===== src/rtl/tk_pkg.sv =====
// Shared types and constants for the time keeper: BCD field types,
// power-on date/time, weekday encoding and month lengths.
package tk_pkg;

    typedef logic [3:0]  bcd_digit_t;
    typedef logic [7:0]  bcd_pair_t;
    typedef logic [15:0] bcd_year_t;
    typedef logic [3:0]  weekday_t;

    // Weekday encoding, Monday first
    localparam weekday_t WEEK_MON = 4'd1;
    localparam weekday_t WEEK_SAT = 4'd6;
    localparam weekday_t WEEK_SUN = 4'd7;

    // Date/time forced while reset is asserted
    localparam bcd_year_t RESET_YEAR   = 16'h2000;
    localparam bcd_pair_t RESET_MONTH  = 8'h01;
    localparam bcd_pair_t RESET_DAY    = 8'h01;
    localparam bcd_pair_t RESET_HOUR   = 8'h00;
    localparam bcd_pair_t RESET_MINUTE = 8'h00;
    localparam bcd_pair_t RESET_SEC    = 8'h00;
    localparam weekday_t  RESET_WEEK   = WEEK_SAT;

    // Field limits in BCD
    localparam bcd_pair_t MAX_SEC    = 8'h59;
    localparam bcd_pair_t MAX_MINUTE = 8'h59;
    localparam bcd_pair_t MAX_HOUR   = 8'h23;
    localparam bcd_pair_t MAX_MONTH  = 8'h12;

    // Month lengths in BCD
    localparam bcd_pair_t LEN_LONG     = 8'h31;
    localparam bcd_pair_t LEN_SHORT    = 8'h30;
    localparam bcd_pair_t LEN_FEB      = 8'h28;
    localparam bcd_pair_t LEN_FEB_LEAP = 8'h29;

    // Number of days in a (valid BCD) month
    function automatic bcd_pair_t month_length(input bcd_pair_t month, input logic leap);
        case (month)
            8'h04, 8'h06, 8'h09, 8'h11: month_length = LEN_SHORT;
            8'h02:                      month_length = leap ? LEN_FEB_LEAP : LEN_FEB;
            default:                    month_length = LEN_LONG;
        endcase
    endfunction

    // True when both digits of a pair are decimal
    function automatic logic bcd_pair_valid(input bcd_pair_t value);
        bcd_pair_valid = (value[7:4] <= 4'd9) && (value[3:0] <= 4'd9);
    endfunction

    // Digit-wise BCD increment of a pair; units 9 rolls into tens
    function automatic bcd_pair_t bcd_pair_inc(input bcd_pair_t value);
        if (value[3:0] == 4'd9) begin
            bcd_pair_inc = {value[7:4] + 4'd1, 4'd0};
        end else begin
            bcd_pair_inc = {value[7:4], value[3:0] + 4'd1};
        end
    endfunction

endpackage


===== src/rtl/bcd2_counter.sv =====
// Two-digit BCD counter with synchronous clear, parallel load, increment
// enable and a run-time maximum; wraps to MIN_VALUE and flags a carry.
module bcd2_counter
    import tk_pkg::*;
#(
    parameter bcd_pair_t RESET_VALUE = 8'h00,
    parameter bcd_pair_t MIN_VALUE   = 8'h00
) (
    input  logic      clk,
    input  logic      rst_n,
    input  logic      clear,
    input  logic      load,
    input  bcd_pair_t load_value,
    input  logic      inc,
    input  bcd_pair_t max_value,
    output bcd_pair_t value,
    output logic      carry
);

    logic at_max;

    // Treat anything at or beyond the limit as the wrap point so a stray
    // value can never count upward forever
    assign at_max = (value >= max_value);
    assign carry  = inc & at_max & ~clear & ~load;

    // Counter register: clear beats load, load beats increment
    always_ff @(posedge clk or negedge rst_n) begin
        if (!rst_n) begin
            value <= RESET_VALUE;
        end else if (clear) begin
            value <= MIN_VALUE;
        end else if (load) begin
            value <= load_value;
        end else if (inc) begin
            value <= at_max ? MIN_VALUE : bcd_pair_inc(value);
        end
    end

endmodule


===== src/rtl/time_keeper.sv =====
// Calendar clock in BCD: prescaler, sec/min/hour/day/month counters,
// local year counter and weekday. Define TIME_KEEPER_LEAP_EN to give
// February 29 days in Gregorian leap years; otherwise it is always 28.
module time_keeper
    import tk_pkg::*;
#(
    parameter int CLK_HZ = 100000000
) (
    input  logic        clk,
    input  logic        rst_n,
    input  logic        load,
    input  logic [15:0] set_year,
    input  logic [7:0]  set_month,
    input  logic [7:0]  set_day,
    input  logic [7:0]  set_hour,
    input  logic [7:0]  set_minute,
    input  logic [7:0]  set_sec,
    input  logic [3:0]  set_week,
    output logic [15:0] year,
    output logic [7:0]  month,
    output logic [7:0]  day,
    output logic [7:0]  hour,
    output logic [7:0]  minute,
    output logic [7:0]  sec,
    output logic [3:0]  week,
    output logic        sec_pulse
);

    localparam int PRESC_W = $clog2(CLK_HZ);
    localparam logic [PRESC_W-1:0] PRESC_LAST = PRESC_W'(CLK_HZ - 1);

    logic [PRESC_W-1:0] prescaler;
    logic               wrap;
    logic               tick;
    logic               sec_carry, minute_carry, hour_carry, day_carry, month_carry;
    logic               run_leap, set_leap;
    bcd_pair_t          day_max, set_len;
    bcd_year_t          san_year;
    bcd_pair_t          san_month, san_day, san_hour, san_minute, san_sec;
    weekday_t           san_week;

    // Pair divisible by 4: even tens need units 0/4/8, odd tens need 2/6
    function automatic logic pair_div4(input bcd_pair_t pair);
        if (pair[4]) begin
            pair_div4 = (pair[3:0] == 4'd2) || (pair[3:0] == 4'd6);
        end else begin
            pair_div4 = (pair[3:0] == 4'd0) || (pair[3:0] == 4'd4) || (pair[3:0] == 4'd8);
        end
    endfunction

    // Gregorian rule on BCD digits; a century year defers to its upper pair
    function automatic logic is_leap(input bcd_year_t y);
        is_leap = (y[7:0] != 8'h00) ? pair_div4(y[7:0]) : pair_div4(y[15:8]);
    endfunction

    // Four-digit BCD increment; 9999 rolls to 0000
    function automatic bcd_year_t year_inc(input bcd_year_t y);
        bcd_year_t result;
        logic      carry_in;
        result   = y;
        carry_in = 1'b1;
        for (int i = 0; i < 4; i++) begin
            if (carry_in) begin
                if (result[4*i +: 4] == 4'd9) begin
                    result[4*i +: 4] = 4'd0;
                end else begin
                    result[4*i +: 4] = result[4*i +: 4] + 4'd1;
                    carry_in         = 1'b0;
                end
            end
        end
        year_inc = result;
    endfunction

    assign wrap = (prescaler == PRESC_LAST);
    assign tick = wrap & ~load;

`ifdef TIME_KEEPER_LEAP_EN
    assign run_leap = is_leap(year);
    assign set_leap = is_leap(san_year);
`else
    assign run_leap = 1'b0;
    assign set_leap = 1'b0;
`endif

    assign day_max = month_length(month, run_leap);
    assign set_len = month_length(san_month, set_leap);

    // Year sanitizing: any non-decimal digit becomes 0
    always_comb begin
        san_year = set_year;
        for (int i = 0; i < 4; i++) begin
            if (set_year[4*i +: 4] > 4'd9) begin
                san_year[4*i +: 4] = 4'd0;
            end
        end
    end

    // Month sanitizing feeds the month-length lookup used to clamp the day
    always_comb begin
        san_month = set_month;
        if (!bcd_pair_valid(set_month) || (set_month == 8'h00) || (set_month > MAX_MONTH)) begin
            san_month = 8'h01;
        end
    end

    // Remaining fields: out-of-range time goes to 00, day is clamped, week to Monday
    always_comb begin
        san_sec    = (bcd_pair_valid(set_sec) && (set_sec <= MAX_SEC)) ? set_sec : 8'h00;
        san_minute = (bcd_pair_valid(set_minute) && (set_minute <= MAX_MINUTE)) ? set_minute : 8'h00;
        san_hour   = (bcd_pair_valid(set_hour) && (set_hour <= MAX_HOUR)) ? set_hour : 8'h00;
        san_week   = ((set_week == 4'd0) || (set_week > WEEK_SUN)) ? WEEK_MON : set_week;
        san_day    = set_day;
        if (!bcd_pair_valid(set_day) || (set_day == 8'h00)) begin
            san_day = 8'h01;
        end else if (set_day > set_len) begin
            san_day = set_len;
        end
    end

    // Prescaler: held at zero while loading, wraps after CLK_HZ cycles
    always_ff @(posedge clk or negedge rst_n) begin
        if (!rst_n) begin
            prescaler <= '0;
        end else if (load || wrap) begin
            prescaler <= '0;
        end else begin
            prescaler <= prescaler + 1'b1;
        end
    end

    // Seconds strobe registered on the same edge that advances the time
    always_ff @(posedge clk or negedge rst_n) begin
        if (!rst_n) begin
            sec_pulse <= 1'b0;
        end else begin
            sec_pulse <= tick;
        end
    end

    bcd2_counter #(.RESET_VALUE(RESET_SEC), .MIN_VALUE(8'h00)) u_sec (
        .clk(clk), .rst_n(rst_n), .clear(1'b0), .load(load), .load_value(san_sec),
        .inc(tick), .max_value(MAX_SEC), .value(sec), .carry(sec_carry)
    );

    bcd2_counter #(.RESET_VALUE(RESET_MINUTE), .MIN_VALUE(8'h00)) u_minute (
        .clk(clk), .rst_n(rst_n), .clear(1'b0), .load(load), .load_value(san_minute),
        .inc(sec_carry), .max_value(MAX_MINUTE), .value(minute), .carry(minute_carry)
    );

    bcd2_counter #(.RESET_VALUE(RESET_HOUR), .MIN_VALUE(8'h00)) u_hour (
        .clk(clk), .rst_n(rst_n), .clear(1'b0), .load(load), .load_value(san_hour),
        .inc(minute_carry), .max_value(MAX_HOUR), .value(hour), .carry(hour_carry)
    );

    bcd2_counter #(.RESET_VALUE(RESET_DAY), .MIN_VALUE(8'h01)) u_day (
        .clk(clk), .rst_n(rst_n), .clear(1'b0), .load(load), .load_value(san_day),
        .inc(hour_carry), .max_value(day_max), .value(day), .carry(day_carry)
    );

    bcd2_counter #(.RESET_VALUE(RESET_MONTH), .MIN_VALUE(8'h01)) u_month (
        .clk(clk), .rst_n(rst_n), .clear(1'b0), .load(load), .load_value(san_month),
        .inc(day_carry), .max_value(MAX_MONTH), .value(month), .carry(month_carry)
    );

    // Year register, advanced by the December rollover
    always_ff @(posedge clk or negedge rst_n) begin
        if (!rst_n) begin
            year <= RESET_YEAR;
        end else if (load) begin
            year <= san_year;
        end else if (month_carry) begin
            year <= year_inc(year);
        end
    end

    // Weekday advances at midnight, Sunday wraps to Monday
    always_ff @(posedge clk or negedge rst_n) begin
        if (!rst_n) begin
            week <= RESET_WEEK;
        end else if (load) begin
            week <= san_week;
        end else if (hour_carry) begin
            week <= (week == WEEK_SUN) ? WEEK_MON : week + 4'd1;
        end
    end

endmodule


===== config.mk =====
export PLATFORM = sky130hd
export DESIGN_NAME = time_keeper
export DESIGN_NICKNAME = d
export VERILOG_FILES = /design/src/rtl/tk_pkg.sv /design/src/rtl/bcd2_counter.sv /design/src/rtl/time_keeper.sv
export SDC_FILE = /design/constraint.sdc
export NUM_CORES = 1
export LEC_CHECK = 0
export CORE_UTILIZATION = 40
export CTS_CLUSTER_DIAMETER = 200
export DETAILED_ROUTE_END_ITERATION = 8
export PLACE_DENSITY = 0.63
export SYNTH_ARGS = -nofsm -noshare
export SYNTH_HDL_FRONTEND = slang
export SYNTH_HIERARCHICAL = 1
export SYNTH_SLANG_ARGS = --single-unit

===== constraint.sdc =====
create_clock -name clk -period 10.3 [get_ports clk]
set_clock_uncertainty 0.05 [all_clocks]
set_input_delay 2.06 -clock clk [delete_from_list [all_inputs] [get_ports clk]]
set_output_delay 2.06 -clock clk [all_outputs]
set_load 0.02 [all_outputs]

==> impl_metrics.json <==
{
  "die_y_um": 134.7,
  "ys.flop_type": "dfrtp_1",
  "cts_resized": 0,
  "antenna_found_initial": 0,
  "utilization_pct": 52.54,
  "final_common_cell": "clkdlybuf4s50_1",
  "pwr-share-comb_pct": 20.0,
  "crit_buf_inv": 2,
  "firstDrtPassIters": 4,
  "status": "finished clean",
  "fin_ws_ns": 2.336,
  "switching_power_mw": 0.2579,
  "synthToLayoutAreaGrowth_pct": 28.56,
  "path_delay_family": "simple AND/OR/NAND/NOR gates",
  "ys_ff_latch": 88,
  "post_cts_buffers": 0,
  "ios": 124,
  "cts-hold-fix-buffers": 0,
  "grt_pass1_vias": 6050,
  "postRouteAntennaNets": 0,
  "grt_max_degree": 50,
  "pre_cts_ws_ns": 2.037,
  "cts_max_level": 3,
  "synth_edf_count": 0,
  "die_x_um": 134.7,
  "internal_power_mw": 0.6678,
  "drt-vias-per-instance": 5.296,
  "vias": 6541,
  "cp-end-kind": "flop",
  "required_ns": 10.45,
  "startpoint_type": "primary input",
  "grt_remaining_overflow": 0,
  "clock_latency_ns": 0.35,
  "power_frac_clock_pct": 38.5,
  "slowest_stage": "nor4b_2",
  "hold_path_class": "reg2reg",
  "worstSetupPathType": "in2reg",
  "rows": 48,
  "synth_cell_types": 68,
  "critical_path.max_stage_delay_ns": 0.85,
  "final_hold_viol_count": 0,
  "finalSetupTns_ns": 0,
  "port_buffers": 123,
  "powerDensity_mw_per_mm2": 102.2,
  "track_usage_pct": 20.34,
  "crit_arrival_ns": 8.12,
  "swShare_pct": 27.86,
  "max-vdd-ir-drop_mv": 0.07927,
  "finalCritPeriodShare_pct": 77.32,
  "drc": 0,
  "dieArea_sq_mm": 0.01815,
  "core_sq_mm": 0.01724,
  "layout_common_cells": "clkdlybuf4s50_1, dfrtp_1, nor2_1, conb_1, nand2_1",
  "drive_gt1_share_pct": 6.436,
  "netlist_area_sq_mm": 0.007044,
  "rsz0062_at_grt": "false",
  "syn_avg_cell_area_sq_um": 8.612,
  "start_util_pct": 40.87,
  "async_reset_ff_share_pct": 100.0,
  "fillers": 1659,
  "crit_path_frequent_cell": "nand2_1",
  "fmax_mhz": 125.6,
  "wl_mm": 17.89,
  "ys_seq_area_share_pct": 31.35,
  "maxCapViolations": 0,
  "clock_sinks": 88,
  "globalplace.congestion": 0.8574,
  "syn_inst": 818,
  "nets": 1129,
  "drv_slew": 0,
  "synth.yosys.warnings": 6,
  "tightest_slew_ns": 0.9717,
  "setup_violations": 0,
  "clk_path_buf_depth": 2,
  "clockRootBuffer": "clkbuf_16",
  "drt_iter0_markers": 372,
  "crit_fanout": 32,
  "clk_pin_slew_ns": 0.06,
  "dpl.hpwl_mm": 13.55,
  "finalCriticalPeriod_ns": 7.964,
  "critical_path.cell_chain": "buf_2 > nor2_1 > nand2_1 > nor2_1 > nand2_1 > nor2_1 > nand2_1 > nor2_1 > buf_4 > nand2_1 > nor2b_1 > nand2_1 > nor2b_1 > nand4b_1 > nor4b_2 > o2111ai_1 > a221oi_1 > a21oi_1",
  "leakage_nw": 3.973,
  "grt_first_pass_wirelength_mm": 29.67,
  "seqPwrFrac_pct": 41.4,
  "numCtsBuffers": 9,
  "relSlewSlack_pct": 35.05,
  "n_antenna_cell": 0,
  "wire_per_inst_um": 14.48,
  "cts_tree": "built"
}
Yosys cell counts (5+ instances only):
master,number,area (sq um)
a21o_1,5,37.54
nor2_1,73,274.0
nor4_1,7,43.79
nor3_1,32,160.2
nand3_1,36,180.2
or3_1,7,43.79
dfstp_2,5,131.4
o41a_1,5,56.30
nand2b_1,9,56.30
xor2_1,23,201.4
clkbuf_1,14,52.55
nand2_1,70,262.8
and4_1,5,43.79
a32oi_1,9,78.83
o31ai_2,5,62.56
o21ai_0,35,175.2
nand4b_1,5,43.79
and2_1,30,187.7
inv_1,60,225.2
a311o_1,14,140.1
dfrtp_1,83,2077
o31ai_1,9,67.56
and3_1,12,75.07
or4_1,5,37.54
ha_1,60,750.7
nor3b_1,9,67.56
o21a_1,5,37.54
or2_2,7,43.79
a21oi_1,33,165.2
o22ai_1,8,50.05
xnor2_1,12,105.1
nor2b_1,16,100.1
nand4_1,24,150.1
routing by layer:
layer  vias to the layer above  global-route usage [%]  wire length, um
met4                         0                   6.991              314
met1                      3094                   27.38             8592
li1                       3305                       -                -
met5                         -                       0                0
met2                       122                   33.51             8401
met3                        20                   2.703              577
kinds of logic (layout without fill, tap and decap cells):
logic type      count (synthesis)  after routing  share of synthesized area (%)
simple gates                  367            367                          28.05
compound gates                179            179                          19.73
flops                          88             88                          31.35
buf+inv                        80            203                          4.707
fa+ha+maj                      60             60                          10.66
xor+xnor                       35             35                          4.352
mux                             7              7                          1.048
other cells                     2             71                         0.1066
power groups by stage:
stage | sequential [mW] | clock, mW | combinational [mW]
after CTS | 0.384 | 0.366 | 0.186
after global placement | 0.390 | 0 | 0.183
after global routing | 0.387 | 0.381 | 0.206
final | 0.384 | 0.357 | 0.185
after detailed placement | 0.390 | 0 | 0.185
after floorplan | 0.398 | 0 | 0.0930
worst register-to-register path, stage by stage (launching register included):
cell,delay [ns]
dfrtp_1,0.43
or4_1,0.54
nor4_1,0.21
and3_2,0.29
and3_1,0.31
nand2_1,0.19
nor2_1,0.41
nand2_1,0.22
nor2_1,0.34
nand2_1,0.23
nor2_1,0.15
buf_4,0.24
nand2_1,0.18
nor2b_1,0.70
nand2_1,0.32
nor2b_1,0.41
nand4b_1,0.25
nor4b_2,0.86
o2111ai_1,0.22
a221oi_1,0.29
a21oi_1,0.06
sequential cells by signal, indices dropped and copies added (netlist names):
signal,cells
prescaler,27
year,16
u_day/value,8
u_hour/value,8
u_minute/value,8
u_month/value,8
u_sec/value,8
week,4
sec_pulse,1
area by class of cell:
cell class | instances | area (sq um) | area share, %
tap | 225 | 281.5 | 3.109
multi-input combinational | 719 | 4763 | 52.60
sequential | 88 | 2208 | 24.39
inverter | 61 | 229.0 | 2.528
clock inverter | 5 | 81.33 | 0.8980
timing repair buffer | 127 | 1254 | 13.84
clock buffer | 10 | 239.0 | 2.639
worst paths after layout:
| path | from | to | slack (ns) | depth (start not counted) |
|---|---|---|---|---|
| max in group asynchronous | rst_n | prescaler[1] | 7.49 | 2 |
| hold reg to reg | prescaler[0] | prescaler[0] | 0.44 | 1 |
| setup reg to reg | prescaler[11] | year[15] | 3.25 | 20 |
| min in group asynchronous | rst_n | u_month/value[2] | 1.65 | 1 |
| setup / recovery | load | year[15] | 2.34 | 18 |
| hold / removal | prescaler[0] | prescaler[0] | 0.44 | 1 |
through the flow:
| stage | hold WS, ns | total power, mW | cell area (sq um) | cells |
|---|---|---|---|---|
| floorplan | 0.4001 | 0.4909 | 7303 | 887 |
| global placement | 0.4263 | 0.5735 | 8736 | 1220 |
| detailed placement | 0.4314 | 0.5753 | 8736 | 1220 |
| CTS | 0.4404 | 0.9362 | 9056 | 1235 |
| global route | 0.4591 | 0.9736 | 9056 | 1235 |
| finish | 0.4369 | 0.9258 | 9056 | 1235 |
Note: power is estimated with default switching activity, not from simulation.
